`src/rtl/alu_share_arb.sv`:
```
// Round-robin arbiter that time-shares one external combinational ALU among NREQ requesters.
// Each grant drives the operand for SETTLE cycles, captures the result, then holds it until accepted.
module alu_share_arb #(
  parameter int NREQ   = 3,
  parameter int SETTLE = 1
) (
  input  logic                 clk,
  input  logic                 rst,
  input  logic [NREQ-1:0]      req_valid,
  output logic [NREQ-1:0]      req_ready,
  input  logic [NREQ*10-1:0]   req_data,
  output logic [NREQ-1:0]      resp_valid,
  input  logic [NREQ-1:0]      resp_ready,
  output logic [5:0]           resp_data,
  output logic [9:0]           alu_in,
  input  logic [5:0]           alu_out,
  output logic                 busy
);

  localparam int IW = $clog2(NREQ);

  typedef enum logic [1:0] {IDLE, DRIVE, CAPT, RESP} state_t;

  state_t          state_q, state_d;
  logic [IW-1:0]   ptr_q, ptr_d;
  logic [IW-1:0]   gnt_q, gnt_d;
  logic [9:0]      opnd_q, opnd_d;
  logic [5:0]      res_q, res_d;
  logic [3:0]      cnt_q, cnt_d;

  logic            win_found;
  logic [IW-1:0]   win_idx;
  logic [IW-1:0]   cand;
  logic [9:0]      sel_word;

  // First valid requester at or after ptr, wrapping modulo NREQ.
  always_comb begin
    win_found = 1'b0;
    win_idx   = '0;
    cand      = '0;
    for (int unsigned k = 0; k < NREQ; k++) begin
      cand = IW'((32'(ptr_q) + k) % NREQ);
      if (!win_found && req_valid[cand]) begin
        win_found = 1'b1;
        win_idx   = cand;
      end
    end
  end

  always_comb begin
    sel_word = '0;
    for (int unsigned k = 0; k < NREQ; k++) begin
      if (IW'(k) == win_idx) sel_word = req_data[k*10 +: 10];
    end
  end

  always_comb begin
    state_d    = state_q;
    ptr_d      = ptr_q;
    gnt_d      = gnt_q;
    opnd_d     = opnd_q;
    res_d      = res_q;
    cnt_d      = cnt_q;
    req_ready  = '0;
    resp_valid = '0;
    case (state_q)
      IDLE: begin
        if (win_found) begin
          req_ready[win_idx] = 1'b1;
          opnd_d  = sel_word;
          gnt_d   = win_idx;
          cnt_d   = 4'(SETTLE);
          state_d = DRIVE;
        end
      end
      DRIVE: begin
        cnt_d = cnt_q - 4'd1;
        if (cnt_q == 4'd1) state_d = CAPT;
      end
      CAPT: begin
        res_d   = alu_out;
        state_d = RESP;
      end
      RESP: begin
        resp_valid[gnt_q] = 1'b1;
        if (resp_ready[gnt_q]) begin
          ptr_d   = (gnt_q == IW'(NREQ - 1)) ? '0 : gnt_q + 1'b1;
          state_d = IDLE;
        end
      end
      default: state_d = IDLE;
    endcase
  end

  always_ff @(posedge clk) begin
    if (rst) begin
      state_q <= IDLE;
      ptr_q   <= '0;
      gnt_q   <= '0;
      opnd_q  <= '0;
      res_q   <= '0;
      cnt_q   <= '0;
    end else begin
      state_q <= state_d;
      ptr_q   <= ptr_d;
      gnt_q   <= gnt_d;
      opnd_q  <= opnd_d;
      res_q   <= res_d;
      cnt_q   <= cnt_d;
    end
  end

  assign alu_in    = opnd_q;
  assign resp_data = res_q;
  assign busy      = (state_q != IDLE);

endmodule

```
`config.mk`:
```
export PLATFORM = sky130hd
export DESIGN_NAME = alu_share_arb
export DESIGN_NICKNAME = d
export VERILOG_FILES = /design/src/rtl/alu_share_arb.sv
export SDC_FILE = /design/constraint.sdc
export NUM_CORES = 1
export LEC_CHECK = 0
export CORE_ASPECT_RATIO = 1.1
export CORE_MARGIN = 5
export CORE_UTILIZATION = 35
export CTS_BUF_LIST = sky130_fd_sc_hd__clkbuf_4
export CTS_CLUSTER_DIAMETER = 120
export DETAILED_ROUTE_END_ITERATION = 10
export GPL_ROUTABILITY_DRIVEN = 0
export PLACE_DENSITY = 0.65
export SYNTH_ARGS = -nofsm -noshare
export SYNTH_HDL_FRONTEND = slang
export SYNTH_SLANG_ARGS = --single-unit
```
`constraint.sdc`:
```
create_clock -name clk -period 7.7 [get_ports clk]
set_input_delay 1.54 -clock clk [delete_from_list [all_inputs] [get_ports clk]]
set_output_delay 1.54 -clock clk [all_outputs]
set_load 0.01 [all_outputs]
```
# ---- Word-level counts from Yosys, hierarchy flattened
# Cells that the tools add are included.
dict set report totals {
  reg_bits 26
  input_bits 44
  output_inout_bits 23
  wordCells 75
}
dict set report op_classes {
  add_sub_neg 4
  div 3
  order_cmp 7
  eq_ne 10
  mux 31
  reduce_logical 14
}
# op count
set ops {}
lappend ops {{$mod 32x2->32 const B} 2}
lappend ops {{$mod 2x2->32 const B} 1}
lappend ops {{$mux 10} 3}
lappend ops {{$lt 2x3->1 const B} 5}
lappend ops {{$mux 2} 7}
lappend ops {{$mux 1} 9}
lappend ops {{$mux 3} 3}
lappend ops {{$bmux 1 s2} 4}
lappend ops {{$pmux 2 s4} 1}
lappend ops {{$pmux 4 s2} 1}
lappend ops {{$eq 2x2->1 const B} 3}
lappend ops {{$ne 2x2->1 const B} 3}
lappend ops {{$reduce_and 2->1} 3}
lappend ops {{$demux 1 s2} 2}
lappend ops {{$eq 4x1->1 const B} 1}
lappend ops {{$ge 2x1->1 const B} 2}
lappend ops {{$logic_and 1x1->1} 4}
lappend ops {{$logic_not 2->1} 2}
lappend ops {{$mux 4} 1}
lappend ops {{$reduce_bool 2->1} 2}
lappend ops {{$sub 4x1->4 const B} 1}
lappend ops {{$add 2x1->3 const B} 1}
lappend ops {{$add 2x2->3 const B} 1}
lappend ops {{$reduce_and 3->1} 1}
lappend ops {{other kinds (5)} 6}

# ---- Longest topological paths before layout
dict set report logic_depth {
  depth_word 16
  ltp_mapped 10
}

# ---- Least setup slack after synthesis
# Ideal clock, no wire load.
dict set report synth_timing {
  kind {input -> output}
  from {in req_valid[2]}
  to {out req_ready[1]}
  arrival_ns 2.871
  required_ns 6.160
  path_slack_ns 3.289
  cell_stages 7
  n_path_buf 2
  path_cell_list {buf_4 -> inv_2 -> or3_1 -> buf_2 -> a31o_2 -> or3_1 -> inv_1}
}
dict set report synth_via {
  elab_chain_cells 15
  elab_cells_between_ends 23
  classes_between {order compare (2); mux (16); reduce/logical (5)}
}
# item line_no
set synth_lines {}
lappend synth_lines {{start, declared} 9} ;# input logic [NREQ-1:0] req_valid,
lappend synth_lines {{$bmux 1 s2} 43} ;# if (!win_found && req_valid[cand]) begin
lappend synth_lines {{$mux 1 (not written as such)} 43}
lappend synth_lines {{$mux 1} 43}
lappend synth_lines {{$logic_not 1->1} 43}
lappend synth_lines {{$logic_and 1x1->1} 43}
lappend synth_lines {{$mux 1} 43}
lappend synth_lines {{$logic_not 1->1} 43}
lappend synth_lines {{$logic_and 1x1->1} 43}
lappend synth_lines {{$mux 2} 43}
lappend synth_lines {{$lt 2x3->1 (not written as such) or $ge 2x1->1 (tied branches)} 69} ;# req_ready[win_idx] = 1'b1;
lappend synth_lines {{$logic_and 1x1->1 (not written as such)} 69}
lappend synth_lines {{$mux 1 (not written as such)} 69}
lappend synth_lines {{$demux 1 s2} 69}
lappend synth_lines {{$mux 3 (*)} 68} ;# if (win_found) begin
lappend synth_lines {{$mux 3 (*)} 66} ;# case (state_q)
lappend synth_lines {{end, declared} 10} ;# output logic [NREQ-1:0] req_ready,
# Mark *: on every way between the ends. The rest lies on a longest branch, timed or not. The select of a mux whose other input is x is not followed.

# ---- Final worst setup path
dict set report layout_timing {
  from {in req_valid[2]}
  to {out req_ready[0]}
}
# Same word-level chain as after synthesis.

==> qor.txt <==
sequential cell area fraction in the yosys report - 28.4%
synthesis-to-finish area growth - 38.5%
WL met2 - 2410 µm
crit path kind - primary input to output port
CTS tree - built
Setup Total Neg Slack - 0 ns
synth warn - 0
crit path launch - req_valid[2]
DRT iter0 DRCs - 145
largest net degree at the start of global routing - 22
Final Hold Fails - 0
Vias - 1829
DP HPWL - 3970 µm
Final Cell Area - 0.00254 mm²
Synth area leader - dfxtp_1
hold slack - 0.490 ns
clk slew on worst S/H paths - 0.14 ns
crit path DAT - 4.24 ns
# DRC - 0
Cell Chain, Critical Path - clkdlybuf4s50_1 > inv_2 > or3_1 > a31oi_1 > and3_1 > clkdlybuf4s50_1
Max IR drop VDD - 0.000133 V
sequential share of power - 33.8%
I/O pins - 67
final core utilization - 50.4%
Psw - 230 µW
Clock Power Share - 15.1%
CP Max Fanout - 12
Hold/Removal Path Class - flip-flop to flip-flop
Post-CTS Resized - 0
initial core utilization - 36.4%
Gate Count Post-Synth - 218
Die Y - 85.9 µm
max incr delay on CP - 0.70 ns
family with the most delay on the worst path - buffers and inverters
Hold Crit Start - alu_in[2]$_SDFFE_PP0P_
max cap viols - 0
worst rel slew slack - 26.3%
skew final - 0.00658 ns
Top FF cell, synth - dfxtp_1
RR Startpoint - ptr_q[0]$_SDFFE_PP0P_
fraction of layout cells with a size suffix above 1 - 4.44%
Synthesized Nets - 272
most frequent CP cell - clkdlybuf4s50_1
slack of the critical path - 1.92 ns
Yosys reg bits - 26
I/O Buffers - 66
Syn Std Cell Area - 0.00183 mm²
Synth top area share - 28.4%
DIE AREA - 0.00679 mm²
Final nets - 325
# rows - 27
total track usage - 14.9%
CTS Sinks - 26
Core Box Area - 0.00503 mm²
postcts setup bufs - 0
Syn Area/Cell - 8.41 µm²
vias in the first global route - 1643
crit path capture type - output port
Antenna Cells - 0
max layer used - met4
leakage - 0.000904 µW
antenna violations before repair - 0
clk_lat worst skew - 0.33 ns
Pwr per Cell Area - 248 mW/mm²
Post-synth EDFFs - 0
internal power - 398 µW
pre-CTS setup slack - 1.93 ns
library cells used by synthesis - 48
total CTS buffers - 3
Final ANT Viol Nets - 0
RSZ-0062 raised after global routing - no
Async SR Flop Fraction - 0%
Sw Ratio - 36.6%
worst path bufs/invs - 3
vias per std cell - 5.58
total iterations of the first detailed-routing run - 4
CTS Root Buffer Type - clkbuf_4
Detail Route met3 WL - 231 µm
fmax - 0.173 GHz
Clock Path Buffers - 2
WL/cell - 15.5 µm
R2R setup slack - 4.81 ns
GRT overflow - 0
final wirelength - 5100 µm
Final period util - 75.1%
Slowest-stage cell, CP - a31oi_1
Critical Path RT - 6.16 ns
CP Launch Type - primary input
die width - 79 µm
first-pass GRT wire length - 8130 µm
top cells by area, synth - dfxtp_1 28%, ha_1 6.8%, mux2i_1 6.6%, a31oi_1 4.1%, o211ai_1 4.1%
endpoints failing setup - 0
# hold bufs at CTS - 0
Tmin final - 5.78 ns
area post-placement - 0.00249 mm²
status - finished clean
Worst-Margin Slew - 1.10 ns
M1 WL - 2390 µm
Comb power frac - 51.1%
H-tree levels - 1
final slew viol count - 0
==> final cells by class <==
type	count	area (µm²)
repair buffers	66	661
inverters	13	48.8
well taps	58	72.6
clock buffers	3	22.5
clock inverters	1	30.0
multi-input cells	161	1180
fillers	493	2490
flip-flops and latches	26	520
==> cell usage in the layout (no fill, tap or decap), types with 8 or more instances in the layout <==
cell	netlist	routed
clkdlybuf4s50_1	0	66
dfxtp_1	26	26
nor2_1	16	16
inv_1	12	12
mux2i_1	12	12
a31oi_1	12	12
o21ai_0	10	10
o211ai_1	10	10
ha_1	10	10
o21a_1	8	8
==> synthesized netlist by cell type (all sizes together), types with 3 or more instances <==
| library cell | n |
|---|---|
| dfxtp | 26 |
| nor2 | 16 |
| inv | 13 |
| a31oi | 12 |
| mux2i | 12 |
| ha | 10 |
| o211ai | 10 |
| o21ai | 10 |
| buf | 9 |
| clkbuf | 9 |
| o21a | 8 |
| a21oi | 7 |
| a32o | 6 |
| nor4 | 6 |
| nand2 | 5 |
| o21bai | 5 |
| o22ai | 5 |
| or3 | 5 |
| nor3b | 4 |
| nor4b | 4 |
| o31a | 4 |
| nor3 | 3 |
==> worst paths after layout <==
path                            endpoint  depth (start not counted)
setup / recovery            req_ready[0]                          6
hold / removal    alu_in[2]$_SDFFE_PP0P_                          1
setup reg to reg  alu_in[3]$_SDFFE_PP0P_                          7
hold reg to reg   alu_in[2]$_SDFFE_PP0P_                          1
==> flip-flops by register name, summed over array words and instances, names as in the netlist <==
name / count
alu_in: 10
resp_data: 6
cnt_q: 4
gnt_q: 2
ptr_q: 2
state_q: 2
==> power by group through the flow <==
stage,combinational [µW],clock (µW),sequential [µW]
6_report,321,95.1,212
5_1_grt,356,105,218
4_1_cts,324,97.5,212
3_3_place_gp,320,0,214
3_5_place_dp,322,0,215
2_1_floorplan,187,0,219
==> per-layer routing <==
metal | global-route usage, % | vias to the layer above
li1 | - | 940
met1 | 20.5 | 844
met5 | 0 | -
met3 | 2.21 | 4
met2 | 23.7 | 41
met4 | 5.16 | 0
==> cell families (layout without fill, tap and decap cells) <==
| kind of cell | after synthesis | in the layout | share of synthesized area (%) |
|---|---|---|---|
| adder cells (fa/ha/maj) | 10 | 10 | 6.83 |
| buffers and inverters | 31 | 83 | 7.03 |
| AO/OA/AOI/OAI | 82 | 82 | 32.6 |
| multiplexers | 12 | 12 | 6.55 |
| flip-flops | 26 | 26 | 28.4 |
| AND/OR/NAND/NOR | 57 | 57 | 18.6 |
==> through the flow <==
stage	std cells	total power [µW]
2_1_floorplan	218	407
3_3_place_gp	324	535
3_5_place_dp	324	536
4_1_cts	328	633
5_1_grt	328	679
6_report	328	629
No activity file was read; power rests on OpenSTA's default activity.
